**config.mk**
```make
export PLATFORM = sky130hd
export DESIGN_NAME = signed_shift_encoder_flat
export DESIGN_NICKNAME = d
export VERILOG_FILES = /design/src/rtl/pof_shift_pkg.sv /design/src/rtl/signed_shift_encoder_if.sv /design/src/rtl/lzc_priority.sv /design/src/rtl/signed_shift_encoder.sv /design/src/flat_wrapper.sv
export SDC_FILE = /design/constraint.sdc
export NUM_CORES = 1
export LEC_CHECK = 0
export CAP_MARGIN = 30
export CORE_AREA = 2 2 115 95
export CTS_CLUSTER_DIAMETER = 100
export DETAILED_ROUTE_END_ITERATION = 8
export DIE_AREA = 0 0 117 97
export HOLD_SLACK_MARGIN = 0.06
export PLACE_DENSITY = 0.85
export SYNTH_ARGS = -nofsm -noshare
export SYNTH_HDL_FRONTEND = slang
export SYNTH_HIERARCHICAL = 1
export SYNTH_SLANG_ARGS = --single-unit
```
**constraint.sdc**
```tcl
create_clock -name clk -period 4.2 [get_ports clk]
set_clock_uncertainty 0.1 [all_clocks]
set_input_delay 1.05 -clock clk [delete_from_list [all_inputs] [get_ports clk]]
set_output_delay 1.05 -clock clk [all_outputs]
set_load 0.01 [all_outputs]
```
**src/rtl/pof_shift_pkg.sv**
```systemverilog
// Shared definitions for the shift-code producers and consumers of the shift LUT:
// code width, the right-shift-by-one code and a reference leading-zero counter.
package pof_shift_pkg;

  localparam int SHIFT_W = 6;

  typedef logic signed [SHIFT_W-1:0] shift_code_t;

  localparam shift_code_t SHIFT_RIGHT1 = 6'h3F;

  // Leading zeros of the low w bits of v; returns w when they are all zero.
  function automatic logic [SHIFT_W-1:0] lzc(input logic [31:0] v, input int w);
    logic [SHIFT_W-1:0] n;
    n = SHIFT_W'(w);
    for (int i = 0; i < 32; i++) begin
      if (i < w && v[i]) begin
        n = SHIFT_W'(w - 1 - i);
      end
    end
    return n;
  endfunction

endpackage

```
**src/rtl/signed_shift_encoder_if.sv**
```systemverilog
// Input and output stream of the normaliser bundled as one interface;
// slave is the encoder's view, master the producer/consumer view.
interface signed_shift_encoder_if
  import pof_shift_pkg::*;
#(
  parameter int DATA_W = 24,
  parameter int EXP_W  = 9
);
  logic               s_valid;
  logic               s_ready;
  logic               s_carry;
  logic [DATA_W-1:0]  s_data;
  logic [EXP_W-1:0]   s_exp;
  logic               m_valid;
  logic               m_ready;
  logic [DATA_W-1:0]  m_data;
  logic [EXP_W-1:0]   m_exp;
  logic [SHIFT_W-1:0] m_shift;
  logic               m_sticky;
  logic               m_zero;

  modport slave (
    input  s_valid, s_carry, s_data, s_exp, m_ready,
    output s_ready, m_valid, m_data, m_exp, m_shift, m_sticky, m_zero
  );

  modport master (
    output s_valid, s_carry, s_data, s_exp, m_ready,
    input  s_ready, m_valid, m_data, m_exp, m_shift, m_sticky, m_zero
  );
endinterface

```
**src/rtl/lzc_priority.sv**
```systemverilog
// Combinational leading-zero counter: count of zeros above the first set bit,
// plus a flag for an all-zero word.
module lzc_priority
  import pof_shift_pkg::*;
#(
  parameter int DATA_W = 24
) (
  input  logic [DATA_W-1:0]  data,
  output logic [SHIFT_W-1:0] count,
  output logic               all_zero
);

  assign count    = lzc(32'(data), DATA_W);
  assign all_zero = ~|data;

endmodule

```
**src/rtl/signed_shift_encoder.sv**
```systemverilog
// Two-stage normaliser: S1 finds the shift code, S2 applies it to the mantissa
// and exponent. Both stages use valid/ready with a combinational ready chain.
module signed_shift_encoder
  import pof_shift_pkg::*;
#(
  parameter int DATA_W = 24,
  parameter int EXP_W  = 9
) (
  input  logic                   clk,
  input  logic                   rst,
  signed_shift_encoder_if.slave  bus
);

  logic               v1_reg;
  logic               c1_reg;
  logic [DATA_W-1:0]  d1_reg;
  logic [EXP_W-1:0]   e1_reg;
  shift_code_t        sh1_reg;
  logic               st1_reg;
  logic               z1_reg;

  logic               v2_reg;
  logic [DATA_W-1:0]  d2_reg;
  logic [EXP_W-1:0]   e2_reg;
  shift_code_t        sh2_reg;
  logic               st2_reg;
  logic               z2_reg;

  logic               ready1;
  logic               ready2;

  logic [SHIFT_W-1:0] lz_count;
  logic               lz_zero;
  shift_code_t        sh1_next;
  logic               st1_next;
  logic               z1_next;
  logic [DATA_W-1:0]  d2_next;
  logic [EXP_W-1:0]   e2_next;

  assign ready2 = !v2_reg || bus.m_ready;
  assign ready1 = !v1_reg || ready2;

  lzc_priority #(.DATA_W(DATA_W)) u_lzc (
    .data     (bus.s_data),
    .count    (lz_count),
    .all_zero (lz_zero)
  );

  // Carry beats always shift right by one, whatever the mantissa holds.
  always_comb begin
    sh1_next = '0;
    st1_next = 1'b0;
    z1_next  = 1'b0;
    if (bus.s_carry) begin
      sh1_next = SHIFT_RIGHT1;
      st1_next = bus.s_data[0];
    end else if (!lz_zero) begin
      sh1_next = shift_code_t'(lz_count);
    end else begin
      z1_next = 1'b1;
    end
  end

  always_ff @(posedge clk or posedge rst) begin
    if (rst) begin
      v1_reg  <= 1'b0;
      c1_reg  <= 1'b0;
      d1_reg  <= '0;
      e1_reg  <= '0;
      sh1_reg <= '0;
      st1_reg <= 1'b0;
      z1_reg  <= 1'b0;
    end else if (ready1) begin
      v1_reg <= bus.s_valid;
      if (bus.s_valid) begin
        c1_reg  <= bus.s_carry;
        d1_reg  <= bus.s_data;
        e1_reg  <= bus.s_exp;
        sh1_reg <= sh1_next;
        st1_reg <= st1_next;
        z1_reg  <= z1_next;
      end
    end
  end

  // Exponent moves opposite to the shift; subtracting the sign-extended
  // code makes the right shift an increment. Wraps by design.
  always_comb begin
    d2_next = '0;
    e2_next = e1_reg - EXP_W'(sh1_reg);
    if (z1_reg) begin
      d2_next = '0;
    end else if (sh1_reg == SHIFT_RIGHT1) begin
      d2_next = {c1_reg, d1_reg[DATA_W-1:1]};
    end else begin
      d2_next = d1_reg << unsigned'(sh1_reg);
    end
  end

  always_ff @(posedge clk or posedge rst) begin
    if (rst) begin
      v2_reg  <= 1'b0;
      d2_reg  <= '0;
      e2_reg  <= '0;
      sh2_reg <= '0;
      st2_reg <= 1'b0;
      z2_reg  <= 1'b0;
    end else if (ready2) begin
      v2_reg <= v1_reg;
      if (v1_reg) begin
        d2_reg  <= d2_next;
        e2_reg  <= e2_next;
        sh2_reg <= sh1_reg;
        st2_reg <= st1_reg;
        z2_reg  <= z1_reg;
      end
    end
  end

  assign bus.s_ready  = ready1;
  assign bus.m_valid  = v2_reg;
  assign bus.m_data   = d2_reg;
  assign bus.m_exp    = e2_reg;
  assign bus.m_shift  = sh2_reg;
  assign bus.m_sticky = st2_reg;
  assign bus.m_zero   = z2_reg;

endmodule

```
**src/flat_wrapper.sv**
```systemverilog
// flat-port wrapper written by rule: the top's interface ports become plain ports
module signed_shift_encoder_flat import pof_shift_pkg::*;
#(
  parameter int DATA_W = 24,
  parameter int EXP_W  = 9
)
  (clk, rst, bus_s_valid, bus_s_carry, bus_s_data, bus_s_exp, bus_m_ready, bus_s_ready, bus_m_valid, bus_m_data, bus_m_exp, bus_m_shift, bus_m_sticky, bus_m_zero);
  signed_shift_encoder_if #(.DATA_W(DATA_W), .EXP_W(EXP_W)) bus_i ();
  input  logic clk;
  input  logic rst;
  input wire logic [$bits(bus_i.s_valid)-1:0] bus_s_valid;
  input wire logic [$bits(bus_i.s_carry)-1:0] bus_s_carry;
  input wire logic [$bits(bus_i.s_data)-1:0] bus_s_data;
  input wire logic [$bits(bus_i.s_exp)-1:0] bus_s_exp;
  input wire logic [$bits(bus_i.m_ready)-1:0] bus_m_ready;
  output wire logic [$bits(bus_i.s_ready)-1:0] bus_s_ready;
  output wire logic [$bits(bus_i.m_valid)-1:0] bus_m_valid;
  output wire logic [$bits(bus_i.m_data)-1:0] bus_m_data;
  output wire logic [$bits(bus_i.m_exp)-1:0] bus_m_exp;
  output wire logic [$bits(bus_i.m_shift)-1:0] bus_m_shift;
  output wire logic [$bits(bus_i.m_sticky)-1:0] bus_m_sticky;
  output wire logic [$bits(bus_i.m_zero)-1:0] bus_m_zero;
  assign bus_i.s_valid = bus_s_valid;
  assign bus_i.s_carry = bus_s_carry;
  assign bus_i.s_data = bus_s_data;
  assign bus_i.s_exp = bus_s_exp;
  assign bus_i.m_ready = bus_m_ready;
  assign bus_s_ready = bus_i.s_ready;
  assign bus_m_valid = bus_i.m_valid;
  assign bus_m_data = bus_i.m_data;
  assign bus_m_exp = bus_i.m_exp;
  assign bus_m_shift = bus_i.m_shift;
  assign bus_m_sticky = bus_i.m_sticky;
  assign bus_m_zero = bus_i.m_zero;
  signed_shift_encoder #(.DATA_W(DATA_W), .EXP_W(EXP_W)) u_core (.clk(clk), .rst(rst), .bus(bus_i));
endmodule
```
==> results of run 1 <==
worst max path at each step:
stage                      from              endpoint
finish              bus_m_ready           bus_s_ready
global route        bus_m_ready           bus_s_ready
CTS                 bus_m_ready           bus_s_ready
detailed placement  bus_m_ready           bus_s_ready
global placement    bus_m_ready           bus_s_ready
floorplan                   rst  u_core/bus.m_data[0]
power groups by stage:
stage | Combinational (mW) | Sequential (mW) | Clock, mW
6_report | 1.16 | 1.14 | 0.853
5_1_grt | 1.26 | 1.16 | 0.898
4_1_cts | 1.14 | 1.14 | 0.861
3_5_place_dp | 1.13 | 1.15 | 0
3_3_place_gp | 1.10 | 1.14 | 0
2_1_floorplan | 0.687 | 1.13 | 0
kinds of logic after synthesis:
logic type / synth area share [%]
AO/OA/AOI/OAI: 15.2
XOR/XNOR: 0.318
adder cells (fa/ha/maj): 2.18
buffers and inverters: 4.20
flip-flops: 38.6
multiplexers: 22.2
other: 0.0680
AND/OR/NAND/NOR: 17.2
worst max-delay path, delay by kind of cell:
kind | cells | cell delay, ps
and+or+nand+nor | 1 | 150
buffers and inverters | 2 | 1030
cells in the final DEF, fill, tap and decap left out, types with 4 or more instances in the layout:
cell             instances
dfrtp_1                 85
clkdlybuf4s50_1         80
nand2_1                 70
o21ai_0                 46
mux2_2                  44
nor2_1                  29
a21oi_1                 26
nand3_1                 20
nor3_1                  15
mux4_2                  15
mux2i_1                 13
and3_1                  13
nand2b_1                12
inv_1                   10
mux4_1                  10
clkbuf_16                9
nor2b_1                  8
o31ai_1                  8
ha_1                     8
buf_4                    8
nor4_1                   5
a22oi_1                  4
a221oi_1                 4
o211ai_1                 4
layer usage:
layer,share of wire [%],track usage [%]
met5,0,0
met3,9.0,7.52
met2,47,44.6
met4,2.0,6.79
met1,42,41.0
cell type report:
cell class | count | area share (%)
well taps | 140 | 2.60
flip-flops and latches | 85 | 31.6
clock inverters | 5 | 1.24
inverters | 13 | 0.743
clock buffers | 10 | 3.40
multi-input cells | 417 | 46.9
repair buffers | 91 | 13.5
==> out/metrics.csv, run 1 <==
stage,metric,value,unit
sta,RSZ-0062 raised after global routing,false,
floorplan,Starting Density,54.5,%
routing,Initial DRC Count,560,
floorplan,Die Height,97,microns
pwr,Pleak,2.76,nW
placed_design,Placed Area,0.00641,sq mm
clocking,Worst-path clk slew,60,ps
setup_path,CP startpoint kind,input pin,
clocking,total setup buffers inserted after CTS,0,
setup_path,CP Class,in2out,
cells_and_area,Layout fillers,798,
synth,Synth top cells by count,"85 x dfrtp_1, 71 x nand2_1, 46 x o21ai_0",
synth,synthesized instance count,552,
sta,Slew HR,45.3,%
routing,routed via count,4888,
floorplan,Core Box Area,0.0101,sq mm
clocking,clk_lat worst skew,350,ps
routing,Routed WL per cell,20.9,microns
synth,Synth Cell Area,0.00552,sq mm
global_route,aggregate global-route resource usage,28.9,%
hold_path,Hold EP,u_core/bus.m_shift[4],
synth,Synthesis Warnings,6,
cells_and_area,share of layout cells above drive strength 1,14.8,%
cells_and_area,# nets final,664,
setup_path,CP Capture Type,primary output,
synth,ranking of synthesized cells by area,"dfrtp_1 39%, mux2_2 9.0%, mux4_2 6.1%",
sta,TNS Setup,0,ps
hold_path,Min-Delay Startpoint,u_core/bus.m_shift[4],
synth,Yosys top cell by area,dfrtp_1,
synth,sequential share of the synthesized area,38.6,%
sta,Final Setup Violations,0,
cells_and_area,footprint of the multi-input gates,0.00316,sq mm
synth,synthesized area per cell,9.99,sq um
sta,worst setup margin,821,ps
routing,drt total wl,15.9,mm
sta,Final Slew Violations,0,
global_route,GR Overflow Total,0,
synth,share of Yosys cell area claimed by the top area cell type,38.6,%
floorplan,I/O Pins,81,
cells_and_area,Seq. cell area,0.00213,sq mm
clocking,CTS Hold Bufs,0,
hold_path,HP Class,reg2reg,
pwr,Internal Power,2.08,mW
global_route,initial antenna violation count,0,
cells_and_area,final core area utilization,66.6,%
setup_path,Reg2Reg Launch Point,u_core/sh1_reg[0],
setup_path,critical path peak fanout,3,
synth,asr flop ratio synth,100,%
routing,number of detailed-routing iterations run before antenna repair,5,
clocking,clock root cell,clkbuf_16,
setup_path,FF-to-FF setup slack,1220,ps
setup_path,CP max stage delay,560,ps
cells_and_area,Layout area overhead,22.1,%
synth,main flop type after synthesis,dfrtp_1,
global_route,largest net degree at the start of global routing,47,
global_route,vias in the first global route,4756,
clocking,clk buf depth,2,
setup_path,FF-to-FF End,u_core/bus.m_exp[8],
pwr,clock share of power,27.0,%
routing,via density per instance,6.42,
pwr,VDD IR max,0.000228,V
sta,post-layout min period,3380,ps
setup_path,CP max stage cell,clkdlybuf4s50_1,
placed_design,Place WS,817,ps
pwr,Net Sw Frac,34.2,%
synth,syn_nets,599,
pwr,Switch Pwr,1.08,mW
routing,Detail Route Antenna Nets,0,
synth,Synth cell types,67,
synth,"EDFF count, synth",0,
placed_design,DP Wirelength,11.3,mm
sta,worst hold slack,387,ps
sta,final hold viol count,0,
status,status,"complete, no violations",
setup_path,required time of the critical path,3050,ps
clocking,CTS Buf Count,9,
cells_and_area,design area,0.00674,sq mm
pwr,Comb pwr share,36.8,%
floorplan,die area,0.0113,sq mm
floorplan,die width,117,microns
pwr,Seq pwr share,36.2,%
setup_path,CP arrival,2230,ps
clocking,CTS tree,yes,
synth,number of synthesized register bits,85,
sta,Worst-Margin Slew,820,ps
clocking,cts repair resizes,0,
clocking,Max H-tree Level,3,
pwr,pwr dens,468,mW/mm^2
sta,fin crit share,80.5,%
routing,DRC violations left,0,
setup_path,CP Cell Sequence,clkdlybuf4s50_1 -> nand3b_1 -> clkdlybuf4s50_1,
pwr,"Power, Total",3.16,mW
placed_design,gpl congestion,0.991,
global_route,first-pass GRT wire length,25.4,mm
clocking,number of clock sinks,85,
job,max cap viols,0,
cells_and_area,ANT cells,0,
hold_path,hold depth,2,
placed_design,Port Buffers,80,
placed_design,Placed Cells,745,
floorplan,row cnt,33,
sta,Fmax,296,MHz
cells_and_area,filler-free cell count of the finished design,761,
synth,most common cell in the netlist,dfrtp_1,
setup_path,crit-path most repeated cell,clkdlybuf4s50_1,
setup_path,reg2reg path depth,8,
No activity file was read; power rests on OpenSTA's default activity.
==> inputs of run 2 (changes only) <==
==> constraint.sdc (replaced) <==
create_clock -name clk -period 3.46 [get_ports clk]
set_clock_uncertainty 0.1 [all_clocks]
set_input_delay 0.865 -clock clk [delete_from_list [all_inputs] [get_ports clk]]
set_output_delay 0.865 -clock clk [all_outputs]
set_load 0.01 [all_outputs]
==> out/metrics.csv, run 2 (same netlist as run 1, synthesis figures left out) <==
stage,metric,value,unit,change
pwr,VDD IR max,0.000400,V,was 0.000228 V
pwr,pwr dens,557,mW/mm^2,was 468 mW/mm^2
setup_path,CP arrival,2060,ps,was 2230 ps
setup_path,crit-path most repeated cell,clkdlybuf4s50_1,,unchanged
setup_path,CP max stage delay,570,ps,was 560 ps
cells_and_area,footprint of the multi-input gates,0.00316,sq mm,unchanged
pwr,Net Sw Frac,35.5,%,was 34.2%
hold_path,Hold EP,u_core/bus.m_sticky,,was u_core/bus.m_shift[4]
sta,Final Setup Violations,0,,unchanged
hold_path,Min-Delay Startpoint,u_core/st1_reg,,was u_core/bus.m_shift[4]
floorplan,Starting Density,54.5,%,unchanged
sta,final hold viol count,0,,unchanged
cells_and_area,Seq. cell area,0.00213,sq mm,unchanged
cells_and_area,Layout fillers,794,,was 798
setup_path,CP Capture Type,primary output,,unchanged
setup_path,CP max stage cell,clkdlybuf4s50_1,,unchanged
clocking,clk_lat worst skew,340,ps,was 350 ps
setup_path,FF-to-FF setup slack,730,ps,was 1220 ps
sta,RSZ-0062 raised after global routing,false,,unchanged
sta,Worst-Margin Slew,937,ps,was 820 ps
setup_path,Reg2Reg Launch Point,u_core/sh1_reg[0],,unchanged
cells_and_area,"most common cell after layout, fill and taps aside",dfrtp_1,,unchanged
clocking,clk buf depth,2,,unchanged
pwr,Switch Pwr,1.33,mW,was 1.08 mW
clocking,cts repair resizes,0,,unchanged
cells_and_area,filler-free cell count of the finished design,764,,was 761
routing,number of detailed-routing iterations run before antenna repair,7,,was 5
clocking,number of clock sinks,85,,unchanged
floorplan,row cnt,33,,unchanged
cells_and_area,ANT cells,0,,unchanged
clocking,Worst-path clk slew,70,ps,was 60 ps
pwr,Comb pwr share,38.0,%,was 36.8%
clocking,clock root cell,clkbuf_16,,unchanged
routing,Detail Route Antenna Nets,0,,unchanged
cells_and_area,most frequent cells in the layout,"85 x dfrtp_1, 80 x clkdlybuf4s50_1, 70 x nand2_1",,unchanged
global_route,initial antenna violation count,0,,unchanged
clocking,CTS Hold Bufs,0,,unchanged
floorplan,Core Box Area,0.0101,sq mm,unchanged
placed_design,DP Wirelength,11.5,mm,was 11.3 mm
floorplan,die width,117,microns,unchanged
placed_design,gpl congestion,0.922,,was 0.991
global_route,first-pass GRT wire length,25.0,mm,was 25.4 mm
pwr,Pleak,2.76,nW,about the same
pwr,Seq pwr share,36.9,%,was 36.2%
setup_path,CP Cell Sequence,clkdlybuf4s50_1 -> nand3b_1 -> clkdlybuf4s50_1,,unchanged
routing,Initial DRC Count,500,,was 560
clocking,CTS tree,yes,,unchanged
cells_and_area,Layout area overhead,21.8,%,was 22.1%
setup_path,required time of the critical path,2490,ps,was 3050 ps
setup_path,critical path peak fanout,3,,unchanged
global_route,aggregate global-route resource usage,28.5,%,was 28.9%
sta,fin crit share,87.6,%,
routing,via density per instance,6.42,,about the same
hold_path,HP Class,reg2reg,,unchanged
floorplan,die area,0.0113,sq mm,unchanged
sta,TNS Setup,0,ps,unchanged
floorplan,I/O Pins,81,,unchanged
sta,Fmax,330,MHz,
sta,Final Slew Violations,0,,unchanged
global_route,GR Overflow Total,0,,unchanged
setup_path,reg2reg path depth,7,,was 8
clocking,Max H-tree Level,3,,unchanged
status,status,"complete, no violations",,unchanged
hold_path,hold depth,2,,unchanged
global_route,largest net degree at the start of global routing,45,,was 47
sta,Slew HR,37.3,%,was 45.3%
setup_path,CP Class,in2out,,unchanged
pwr,clock share of power,25.1,%,was 27.0%
clocking,total setup buffers inserted after CTS,0,,unchanged
floorplan,Die Height,97,microns,unchanged
routing,routed via count,4904,,was 4888
setup_path,FF-to-FF End,u_core/bus.m_exp[8],,unchanged
cells_and_area,# nets final,666,,was 664
pwr,Internal Power,2.41,mW,was 2.08 mW
routing,DRC violations left,0,,unchanged
placed_design,Port Buffers,80,,unchanged
sta,post-layout min period,3030,ps,
routing,drt total wl,15.7,mm,was 15.9 mm
clocking,CTS Buf Count,9,,unchanged
routing,Routed WL per cell,20.6,microns,was 20.9 microns
job,max cap viols,0,,unchanged
placed_design,Placed Cells,748,,was 745
global_route,vias in the first global route,4805,,was 4756
setup_path,CP startpoint kind,input pin,,unchanged
cells_and_area,share of layout cells above drive strength 1,15.4,%,was 14.8%
-- run 2: cell types whose count changed in the layout (fill, tap and decap cells not counted), sizes merged --
cell / before / now
buf: 11 / 13
bufinv: 2 / 0
clkinv: 3 / 5
clkinvlp: 2 / 1
inv: 11 / 13
-- run 2: layout make-up --
| class | count | share of cell area [%] |
|---|---|---|
| Inverter | 13 | 0.745 |
| Clock buffer | 10 | 3.56 |
| Multi-Input combinational cell | 417 | 47.1 |
| Tap cell | 140 | 2.61 |
| Sequential cell | 85 | 31.7 |
| Timing Repair Buffer | 93 | 13.6 |
| Clock inverter | 6 | 0.801 |
-- run 2: power groups by stage --
stage	clock, mW	sequential [mW]	combinational [mW]
after floorplan	0	1.37	0.834
after CTS	0.952	1.38	1.40
after detailed placement	0	1.39	1.39
final	0.937	1.38	1.42
after global placement	0	1.38	1.34
after global routing	0.992	1.40	1.53
-- run 2: metal layers --
layer / wire (microns) / vias up / share of wire, % / GRT usage [%]
met2: 7460 / 263 / 47 / 45.3
met5: 0 / - / 0 / 0
met4: 306 / 0 / 1.9 / 8.14
li1: - / 2203 / - / -
met3: 1330 / 29 / 8.4 / 7.08
met1: 6640 / 2409 / 42 / 38.8
-- run 2: worst max path at each step --
stage | end | slack, ps | startpoint
after floorplan | u_core/bus.m_data[0] | 300 | rst
after global placement | bus_s_ready | 470 | bus_m_ready
after CTS | bus_s_ready | 430 | bus_m_ready
after detailed placement | bus_s_ready | 430 | bus_m_ready
after global routing | bus_s_ready | 380 | bus_m_ready
final | bus_s_ready | 430 | bus_m_ready
-- run 2: worst max-delay path, delay by kind of cell --
| kind | cells | cell delay (ps) |
|---|---|---|
| buffers and inverters | 2 | 1030 |
| and+or+nand+nor | 1 | 170 |
-- run 2: per-stage QoR --
step | cell area, sq um | hold slack, ps | utilization, % | total power, mW | setup slack (ps)
6_report | 6720 | 375 | 66.4 | 3.74 | 430
5_1_grt | 6720 | 393 | 66.4 | 3.92 | 382
4_1_cts | 6720 | 380 | 66.4 | 3.73 | 428
3_5_place_dp | 6420 | 363 | 63.5 | 2.78 | 432
3_3_place_gp | 6420 | 353 | 63.5 | 2.73 | 469
2_1_floorplan | 5520 | 339 | - | 2.21 | 302
==> inputs of run 3 (changes only) <==
--- a/config.mk
+++ b/config.mk
@@ -6,11 +6,11 @@
 export NUM_CORES = 1
 export LEC_CHECK = 0
 export CAP_MARGIN = 30
-export CORE_AREA = 2 2 115 95
+export CORE_AREA = 3 3 116 96
 export CTS_CLUSTER_DIAMETER = 100
 export DETAILED_ROUTE_END_ITERATION = 8
-export DIE_AREA = 0 0 117 97
-export HOLD_SLACK_MARGIN = 0.06
+export DIE_AREA = 0 0 119 99
+export HOLD_SLACK_MARGIN = 0.15
 export PLACE_DENSITY = 0.85
 export SYNTH_ARGS = -nofsm -noshare
 export SYNTH_HDL_FRONTEND = slang
==> out/metrics.csv, run 3 (same netlist as run 1, synthesis figures left out) <==
stage,metric,value,unit,change
setup_path,CP max stage delay,570,ps,about the same
clocking,Max H-tree Level,3,,unchanged
routing,Routed WL per cell,20.1,microns,was 20.6 microns
global_route,first-pass GRT wire length,25.1,mm,was 25.0 mm
routing,Initial DRC Count,463,,was 500
routing,DRC violations left,0,,unchanged
floorplan,row cnt,33,,unchanged
routing,drt total wl,15.4,mm,was 15.7 mm
hold_path,HP Class,reg2reg,,unchanged
floorplan,Core Box Area,0.0101,sq mm,unchanged
setup_path,CP arrival,2070,ps,was 2060 ps
status,status,"complete, no violations",,unchanged
pwr,VDD IR max,0.000303,V,was 0.000400 V
pwr,Pleak,2.76,nW,about the same
setup_path,critical path peak fanout,3,,unchanged
setup_path,WP depth,3,,unchanged
clocking,CTS Hold Bufs,0,,unchanged
placed_design,Placed Area,0.00643,sq mm,was 0.00642 sq mm
cells_and_area,most frequent cells in the layout,"85 x dfrtp_1, 80 x clkdlybuf4s50_1, 70 x nand2_1",,unchanged
clocking,total setup buffers inserted after CTS,0,,unchanged
floorplan,Die Height,99,microns,was 97 microns
routing,routed via count,4812,,was 4904
clocking,Worst-path clk slew,60,ps,was 70 ps
placed_design,Port Buffers,80,,unchanged
placed_design,Placed Cells,749,,was 748
cells_and_area,"most common cell after layout, fill and taps aside",dfrtp_1,,unchanged
hold_path,hold depth,2,,unchanged
sta,Fmax,330,MHz,about the same
sta,RSZ-0062 raised after global routing,false,,unchanged
clocking,clk_lat worst skew,340,ps,about the same
cells_and_area,filler-free cell count of the finished design,765,,was 764
clocking,number of clock sinks,85,,unchanged
setup_path,CP Capture Type,primary output,,unchanged
setup_path,CP startpoint kind,input pin,,unchanged
cells_and_area,ANT cells,0,,unchanged
floorplan,Starting Density,54.5,%,unchanged
routing,number of detailed-routing iterations run before antenna repair,5,,was 7
setup_path,crit-path most repeated cell,clkdlybuf4s50_1,,unchanged
placed_design,Place WS,430,ps,was 432 ps
cells_and_area,design area,0.00672,sq mm,about the same
routing,Detail Route Antenna Nets,0,,unchanged
clocking,CTS Buf Count,9,,unchanged
floorplan,die area,0.0118,sq mm,was 0.0113 sq mm
setup_path,CP max stage cell,clkdlybuf4s50_1,,unchanged
sta,Slew HR,38.9,%,was 37.3%
cells_and_area,share of layout cells above drive strength 1,15.5,%,was 15.4%
placed_design,DP Wirelength,11.3,mm,was 11.5 mm
setup_path,CP Buf/Inv Count,2,,unchanged
global_route,initial antenna violation count,0,,unchanged
setup_path,CP Cell Sequence,clkdlybuf4s50_1 -> nand3b_1 -> clkdlybuf4s50_1,,unchanged
placed_design,gpl congestion,0.955,,was 0.922
sta,post-layout min period,3030,ps,about the same
global_route,vias in the first global route,4784,,was 4805
pwr,"Power, Total",3.69,mW,was 3.74 mW
sta,fin crit share,87.6,%,about the same
floorplan,I/O Pins,81,,unchanged
global_route,aggregate global-route resource usage,26.8,%,was 28.5%
sta,worst setup margin,429,ps,was 430 ps
setup_path,reg2reg path depth,7,,unchanged
floorplan,die width,119,microns,was 117 microns
clocking,CTS tree,yes,,unchanged
sta,Final Slew Violations,0,,unchanged
global_route,largest net degree at the start of global routing,86,,was 45
sta,Worst-Margin Slew,914,ps,was 937 ps
sta,final hold viol count,0,,unchanged
setup_path,required time of the critical path,2490,ps,about the same
clocking,clock root cell,clkbuf_16,,unchanged
setup_path,critical path's top delay family,buffers and inverters,,unchanged
job,max cap viols,0,,unchanged
cells_and_area,# nets final,667,,was 666
routing,via density per instance,6.29,,was 6.42
sta,Final Setup Violations,0,,unchanged
sta,TNS Setup,0,ps,unchanged
global_route,GR Overflow Total,0,,unchanged
pwr,pwr dens,550,mW/mm^2,was 557 mW/mm^2
clocking,clk buf depth,2,,unchanged
setup_path,CP Class,in2out,,unchanged
cells_and_area,Layout area overhead,21.7,%,was 21.8%
clocking,cts repair resizes,0,,unchanged
run 3: changes by cell type in the layout (fill, tap and decap cells not counted):
cell,change
buf_4,+1
inv_8,-1
clkinv_2,+1
clkinv_4,-2
clkinvlp_4,+2
run 3: worst min-delay path, stage by stage (launching register included):
cell     delay (ps)
dfrtp_1         340
nand2_1          50
nand2_1          50
run 3: through the flow:
step	hold WS, ps	util (%)
after global routing	405	66.4
after CTS	373	66.4
after floorplan	339	-
after global placement	353	63.6
final	370	66.4
after detailed placement	365	63.6
run 3: routing by layer:
| layer | track usage [%] | wire, microns |
|---|---|---|
| met1 | 34.9 | 6350 |
| met2 | 43.3 | 7220 |
| met3 | 8.43 | 1490 |
| met4 | 7.75 | 317 |
| met5 | 0 | 0 |
run 3: layout make-up:
class	count	area (sq um)
sequential	85	2130
clock inverter	6	45.0
multi-input combinational	417	3160
clock buffer	10	239
tap	140	175
fill	833	3400
timing repair buffer	94	918
inverter	13	50.0
run 3: power breakdown:
group	switching [mW]	internal [mW]
logic	0.686	0.708
clock network	0.405	0.509
registers	0.199	1.18
run 3: worst paths after layout:
check | start | endpoint | slack (ps)
hold / removal | u_core/st1_reg | u_core/bus.m_sticky | 370
setup reg to reg | u_core/sh1_reg[0] | u_core/bus.m_exp[8] | 620
hold reg to reg | u_core/st1_reg | u_core/bus.m_sticky | 370
min in group asynchronous | rst | u_core/bus.m_exp[0] | 850
setup / recovery | bus_m_ready | bus_s_ready | 430
max in group asynchronous | rst | u_core/d1_reg[1] | 2060
